**config.mk**
```make
export PLATFORM = sky130hd
export DESIGN_NAME = dvfs_sequencer
export DESIGN_NICKNAME = d
export VERILOG_FILES = /design/src/rtl/dvfs_sequencer.sv
export SDC_FILE = /design/constraint.sdc
export NUM_CORES = 1
export LEC_CHECK = 0
export ABC_AREA = 1
export ABC_CLOCK_PERIOD_IN_PS = 2450
export CAP_MARGIN = 20
export CORE_ASPECT_RATIO = 0.6
export CORE_MARGIN = 4
export CORE_UTILIZATION = 35
export CTS_BUF_LIST = sky130_fd_sc_hd__clkbuf_2
export DETAILED_ROUTE_END_ITERATION = 6
export GPL_TIMING_DRIVEN = 0
export SYNTH_ARGS = -nofsm -noshare
export SYNTH_HDL_FRONTEND = slang
export SYNTH_SLANG_ARGS = --single-unit
export TNS_END_PERCENT = 30
```
**constraint.sdc**
```tcl
create_clock -name clk -period 2.45 [get_ports clk]
set_input_delay 0.6125 -clock clk [delete_from_list [all_inputs] [get_ports clk]]
set_output_delay 0.6125 -clock clk [all_outputs]
set_load 0.01 [all_outputs]
```
**src/rtl/dvfs_sequencer.sv**
```systemverilog
// DVFS sequencer: orders regulator and clock-divider changes so the clock
// never outruns the rail. Raising: voltage first, then frequency once the
// rail has settled. Lowering: frequency first, then voltage after a fixed wait.
// Also watches the rail for undervoltage while idle.
//
// state    | meaning
// IDLE     | ready for a request; undervoltage monitor active
// WAIT_V   | vdd_sel raised, waiting for the rail to settle or time out
// F_SETTLE | freq_sel lowered, waiting before dropping vdd_sel
// FINISH   | transition committed; done pulses for this one cycle
module dvfs_sequencer #(
  parameter logic [15:0] TH0           = 16'h2000,
  parameter logic [15:0] TH1           = 16'h3000,
  parameter logic [15:0] TH2           = 16'h4000,
  parameter logic [15:0] TH3           = 16'h5000,
  parameter int          STABLE_CYCLES = 4,
  parameter int          FREQ_SETTLE   = 8,
  parameter int          TIMEOUT       = 1024
) (
  input  logic        clk,
  input  logic        rst,
  input  logic        req_valid,
  input  logic [1:0]  req_level,
  output logic        req_ready,
  input  logic [15:0] voltage_adc,
  output logic [1:0]  vdd_sel,
  output logic [1:0]  freq_sel,
  output logic [1:0]  cur_level,
  output logic        busy,
  output logic        done,
  output logic        err_timeout,
  output logic        uv_alarm
);

  localparam int CW = $clog2(TIMEOUT + 1);
  localparam logic [CW-1:0] STABLE_C  = CW'(STABLE_CYCLES);
  localparam logic [CW-1:0] SETTLE_C  = CW'(FREQ_SETTLE);
  localparam logic [CW-1:0] TIMEOUT_C = CW'(TIMEOUT);

  typedef enum logic [1:0] {IDLE, WAIT_V, F_SETTLE, FINISH} state_t;

  state_t        state_q;
  logic [1:0]    tgt_q, vdd_q, freq_q, cur_q;
  logic          done_q, err_q, uv_q;
  logic [CW-1:0] stab_q, settle_q, tmo_q, uv_cnt_q;
  logic [CW-1:0] stab_d, settle_d, tmo_d, uv_cnt_d;
  logic          tgt_in_range, cur_low;

  function automatic logic [15:0] th_of(input logic [1:0] lvl);
    logic [15:0] th;
    case (lvl)
      2'd0:    th = TH0;
      2'd1:    th = TH1;
      2'd2:    th = TH2;
      default: th = TH3;
    endcase
    return th;
  endfunction

  // Counters stick at all-ones instead of wrapping.
  function automatic logic [CW-1:0] sat_inc(input logic [CW-1:0] v);
    return (v == '1) ? v : v + CW'(1);
  endfunction

  // Next counter values; the FSM decides which ones to commit.
  always_comb begin
    tgt_in_range = (voltage_adc >= th_of(tgt_q));
    cur_low      = (voltage_adc <  th_of(cur_q));
    stab_d       = tgt_in_range ? sat_inc(stab_q) : '0;
    settle_d     = sat_inc(settle_q);
    tmo_d        = sat_inc(tmo_q);
    uv_cnt_d     = cur_low ? sat_inc(uv_cnt_q) : '0;
  end

  // Sequencer FSM with all outputs registered.
  always_ff @(posedge clk) begin
    if (rst) begin
      state_q  <= IDLE;
      tgt_q    <= '0;
      vdd_q    <= '0;
      freq_q   <= '0;
      cur_q    <= '0;
      done_q   <= 1'b0;
      err_q    <= 1'b0;
      uv_q     <= 1'b0;
      stab_q   <= '0;
      settle_q <= '0;
      tmo_q    <= '0;
      uv_cnt_q <= '0;
    end else begin
      done_q <= 1'b0;
      case (state_q)
        IDLE: begin
          if (req_valid) begin
            tgt_q    <= req_level;
            err_q    <= 1'b0;
            stab_q   <= '0;
            settle_q <= '0;
            tmo_q    <= '0;
            uv_cnt_q <= '0;
            uv_q     <= 1'b0;
            if (req_level == cur_q) begin
              state_q <= FINISH;
              done_q  <= 1'b1;
            end else if (req_level > cur_q) begin
              vdd_q   <= req_level;
              state_q <= WAIT_V;
            end else begin
              freq_q  <= req_level;
              state_q <= F_SETTLE;
            end
          end else begin
            uv_cnt_q <= uv_cnt_d;
            uv_q     <= (uv_cnt_d >= STABLE_C);
          end
        end
        WAIT_V: begin
          stab_q <= stab_d;
          tmo_q  <= tmo_d;
          // Settling wins over a timeout landing on the same cycle.
          if (stab_d >= STABLE_C) begin
            freq_q  <= tgt_q;
            cur_q   <= tgt_q;
            state_q <= FINISH;
            done_q  <= 1'b1;
          end else if (tmo_d >= TIMEOUT_C) begin
            vdd_q   <= cur_q;
            err_q   <= 1'b1;
            state_q <= IDLE;
          end
        end
        F_SETTLE: begin
          // vdd drops on the last settle cycle; FINISH follows one cycle later.
          if (settle_q >= SETTLE_C) begin
            vdd_q   <= tgt_q;
            cur_q   <= tgt_q;
            state_q <= FINISH;
            done_q  <= 1'b1;
          end else begin
            settle_q <= settle_d;
            if (settle_d >= SETTLE_C) begin
              vdd_q <= tgt_q;
              cur_q <= tgt_q;
            end
          end
        end
        FINISH:  state_q <= IDLE;
        default: state_q <= IDLE;
      endcase
    end
  end

  assign req_ready   = (state_q == IDLE);
  assign busy        = ~req_ready;
  assign vdd_sel     = vdd_q;
  assign freq_sel    = freq_q;
  assign cur_level   = cur_q;
  assign done        = done_q;
  assign err_timeout = err_q;
  assign uv_alarm    = uv_q;

endmodule

```
; ---- Word level (Yosys, flattened, before mapping)
; Index checks and enable logic that the tools add are counted.
[totals]
input_bits = 21
ff_bits = 57
wordCells = 108
latch_bits = 0
mem_bits_rw = 0
n_memories = 0
rom_bits = 0
out_inout_bits = 11
[op_classes]
shifts = 0
order_cmp = 8
n_reduce_logical = 15
n_mul = 0
muxes = 45
add_sub_neg = 4
div = 0
n_eq_ne = 23
n_bitwise = 1
[op_table]
columns = op, count
row1 = $mux 11, 9
row2 = $pmux 15 s3, 2
row3 = $pmux 11 s2, 3
row4 = $add 11x1->11 const B, 4
row5 = $eq 11x11->1 const B, 4
row6 = $mux 2, 17
row7 = $ge 11x3->1 const B, 2
row8 = $ge 11x4->1 const B, 2
row9 = $ge 16x16->1, 1
row10 = $lt 16x16->1, 1
row11 = $ne 2x2->1 const B, 8
row12 = $ge 11x11->1 const B, 1
row13 = $reduce_and 3->1, 3
row14 = $eq 2x2->1 const B, 4
row15 = $mux 1, 8
row16 = $pmux 2 s2, 2
row17 = $pmux 2 s4, 1
row18 = $reduce_and 7->1, 1
row19 = $eq 2x1->1 const B, 3
row20 = $logic_not 2->1, 3
row21 = $ne 3x3->1 const B, 2
row22 = $pmux 2 s3, 1
row23 = $reduce_bool 2->1, 3
row24 = $reduce_and 5->1, 1
row25 = other kinds (9), 10

; ---- Depth between registers and ports, before layout
[depth]
ltp_word = 7
ltp_mapped = 18
mapped_depth_nobuf = 18

; ---- Worst setup path before layout
; Ideal clock, no wire load.
[synth_timing]
path_type = input -> register
startpoint = in voltage_adc[13]
endpoint = reg uv_q, in the netlist uv_alarm
setup_ns = 0.070
arrival_ns = 1.998
stages = 12
required_time_ns = 2.380
setup_slack_ns = 0.381
n_path_buf = 1
cell_sequence = ha_1 -> a21boi_0 -> o21ai_1 -> nand2_1 -> nor2_1 -> clkbuf_1 -> nand2_1 -> inv_2 -> nor2_1 -> nand3_1 -> nand2_1 -> a21oi_1
[synth_via]
elab_chain_cells = 4
[synth_lines]
columns = item, line
row1 = "start, declared", 25  ; input logic [15:0] voltage_adc,
row2 = $lt 16x16->1, 68  ; cur_low = (voltage_adc < th_of(cur_q));
row3 = $mux 11, 72  ; uv_cnt_d = cur_low ? sat_inc(uv_cnt_q) : '0;
row4 = $ge 11x3->1, 114  ; uv_q <= (uv_cnt_d >= STABLE_C);
row5 = $mux 1, 94  ; if (req_valid) begin
row6 = "end signal, assigned", 114
row7 = "end, declared", 44  ; logic done_q, err_q, uv_q;
; Every way passes these cells.
; A chain may end at the register's enable or synchronous reset.

; ---- Worst setup path in the final report
[layout_timing]
startpoint = reg state_q[1]
endpoint = out busy
[layout_via]
elab_chain_cells = 2
[layout_lines]
columns = item, line
row1 = "start, declared", 42  ; state_t state_q;
row2 = "start signal, assigned", 78  ; state_q <= IDLE;
row3 = "start signal, assigned", 103  ; state_q <= FINISH;
row4 = "start signal, assigned", 107  ; state_q <= WAIT_V;
row5 = $logic_not 2->1, 153  ; assign req_ready = (state_q == IDLE);
row6 = $not 1->1, 154  ; assign busy = ~req_ready;
row7 = "end, declared", 29  ; output logic busy,
; Every way passes these cells.

==> results.yml <==
run_status:
  status: "finished clean"
placement:
  dp_hpwl_microns: 6830
  io_buffers: 30
  gp_congestion: 0.860
  post_dp_cell_area_sq_um: 3990
worst_setup_path:
  cpPeakStageDelay_ps: 390
  critPathSlowestCell: "dfxtp_2"
  worst-path-max-fanout: 10
  critPathKind: "reg -> out"
  crit_buf_inv: 4
  cp_top_family: "buffers and inverters"
  worstSetupStartpointType: "register"
  worstPathRequired_ps: 1840
  cp_cell_sequence: "inv_1 -> ha_4 -> inv_2 -> clkbuf_4 -> clkdlybuf4s15_1"
  crit_arrival_ps: 1710
  cp-end-kind: "output port"
cts:
  cts_tree: "built"
  numCtsBuffers: 9
  clkSinkCount: 57
  cts_max_path_buffers: 2
  postCtsHoldBufs: 0
  htree_levels: 3
  clk_latency_ps: 520
  cts.clk_slew.worst_paths_ps: 170
  cts-root-buf: "clkbuf_2"
grt:
  gr-total-overflow: 0
  grt_pass1_wl_microns: 15200
  grt_pass1_vias: 3203
  grt_max_degree: 11
  antenna_found_initial: 0
  grt_usage: 0.162
yosys:
  ys.flop_type: "dfxtp_1"
  syn_area_per_cell_sq_um: 6.48
  yosysMostFrequentCell: "nand2_1"
  synth_area_leaders: "dfxtp_1 32%, nand2_1 15%, nand3_1 6.3%"
  synth.distinct_cells: 36
  synth-edff-count: 0
  ys_seq_area_frac: 0.324
  ys_top_cells_by_count: "139 x nand2_1, 58 x inv_1, 57 x dfxtp_1"
  async_flop_share: 0
  synth_fp_nets: 580
  synth_warnings: 0
  synthCells: 543
  synth-seq-cells: 57
  syn_area_sq_um: 3520
  synth_top_area_cell: "dfxtp_1"
  synth_top_cell_area_share: 0.324
floorplanning:
  dieHeight_microns: 85.7
  start_util: 0.358
  core-area_sq_um: 9840
  io_pins: 32
  rows: 28
  die_x_microns: 137
  die_area_sq_um: 11800
layout:
  nets: 622
  fin_util: 0.419
  diodes: 0
  fill_cells: 1029
  area_delta_synth_final_pct: 17.1
  layout-drive-gt1-share: 0.109
  fin_area_sq_um: 4120
timing:
  slew_violations: 0
  setup_viol: 0
  rsz0062_at_grt: "false"
  relSlewSlack: 0.476
  period_minus_slack_ps: 2320
  clock.fmax_ghz: 0.430
  tightest_slew_ps: 778
  fin_crit_sh: 0.948
  fin_skew_ps: 23.0
  finalHoldViolations: 0
pwr:
  ir_drop_mv: 0.281
  power_density_nw_per_um2: 705
  leakagePower_nw: 1.64
  p_total_mw: 2.91
route:
  routed_wl_microns: 8900
  dr.first_iter.drc_count: 240
  drc: 0
  avgRoutedWirePerCell_microns: 12.3
  via_count: 3504
  antenna_left: 0
  vias_per_cell: 4.84
  dr.pass1.iters: 5
hold_path:
  worstHoldPathType: "in -> reg"
run:
  cap_violations: 0
metal layers:
layer / GRT usage / vias to the layer above / part of all wire
met4: 0.0435 / 0 / 0.013
met5: 0 / - / 0
met1: 0.238 / 1562 / 0.53
met2: 0.227 / 84 / 0.40
li1: - / 1842 / -
met3: 0.0492 / 16 / 0.056
path summary, 6_finish.rpt:
check	slack [ps]	startpoint	cells after the start	end
worst max-delay path	130	state_q[1]$_SDFFE_PP0P_	5	busy
worst min-delay path	440	rst	2	stab_q[1]$_SDFFE_PP0P_
worst max register to register	250	cur_level[1]$_SDFFE_PP0P_	13	uv_alarm$_SDFFE_PP0P_
worst min register to register	470	settle_q[9]$_SDFFE_PP0P_	2	settle_q[9]$_SDFFE_PP0P_
cells in the final DEF, fill, tap and decap left out, types with 2 or more instances in the layout:
| master | count |
|---|---|
| buf_2 | 2 |
| dfxtp_2 | 2 |
| nand4_1 | 10 |
| a31oi_1 | 3 |
| xor2_1 | 7 |
| o21ai_2 | 2 |
| nand2_2 | 10 |
| clkinv_1 | 4 |
| nor2_1 | 55 |
| a21oi_2 | 3 |
| o21ai_0 | 16 |
| buf_4 | 2 |
| a21oi_1 | 42 |
| clkbuf_1 | 12 |
| inv_1 | 57 |
| nand3b_1 | 5 |
| nand3_1 | 44 |
| ha_1 | 15 |
| nor2_4 | 4 |
| clkdlybuf4s50_1 | 28 |
| xnor2_1 | 3 |
| nor2_2 | 4 |
| a221oi_1 | 2 |
| nand2_1 | 139 |
| inv_2 | 13 |
| o21ai_1 | 7 |
| nand3_2 | 3 |
| dfxtp_1 | 55 |
| nor4_1 | 2 |
| nor3_1 | 12 |
| clkbuf_2 | 12 |
cell families (layout without fill, tap and decap cells):
| logic type | after synthesis | after routing | share of synthesized area |
|---|---|---|---|
| xor+xnor | 10 | 10 | 0.0249 |
| buf+inv | 89 | 135 | 0.0967 |
| simple gates | 292 | 292 | 0.373 |
| compound gates | 78 | 78 | 0.122 |
| flops | 57 | 57 | 0.324 |
| fa+ha+maj | 16 | 16 | 0.0569 |
| mux | 1 | 1 | 0.00320 |
flip-flops by register name, indices dropped and copies added, names as in the netlist, 11 cells and up:
name      count
tmo_q        11
settle_q     11
stab_q       11
uv_cnt_q     11
power by group:
group          leakage [nW]  switching [mW]  internal [mW]
clock                0.0631           0.367          0.232
sequential            0.462          0.0898           1.02
combinational          1.11           0.741          0.451
timing repair:
item / CTS / global route
endpoints found under the hold margin: 0 / 0
setup endpoints to repair: 2 / 4
setup buffers: 1 / 0
gates cloned: 0 / 0
resized for setup: 8 / 5
metrics by stage:
stage | TNS (ps) | instances | worst slack [ps] | hold WS (ps)
floorplan | 0 | 543 | 381 | 438
global placement | -7290 | 708 | -566 | 450
detailed placement | -7770 | 708 | -552 | 452
CTS | 0 | 724 | 9.55 | 401
global route | 0 | 724 | 10.8 | 450
finish | 0 | 724 | 126 | 445
area by class of cell:
class,count,area (sq um),share of cell area
plain buffers,17,75.1,0.0182
clock buffers,11,55.1,0.0134
clock inverters,4,45.0,0.0109
inverters,72,270,0.0656
multi-input cells,397,2050,0.498
flip-flops and latches,57,1140,0.277
well taps,135,169,0.0410
repair buffers,31,310,0.0753
Note: power is estimated with default switching activity, not from simulation.
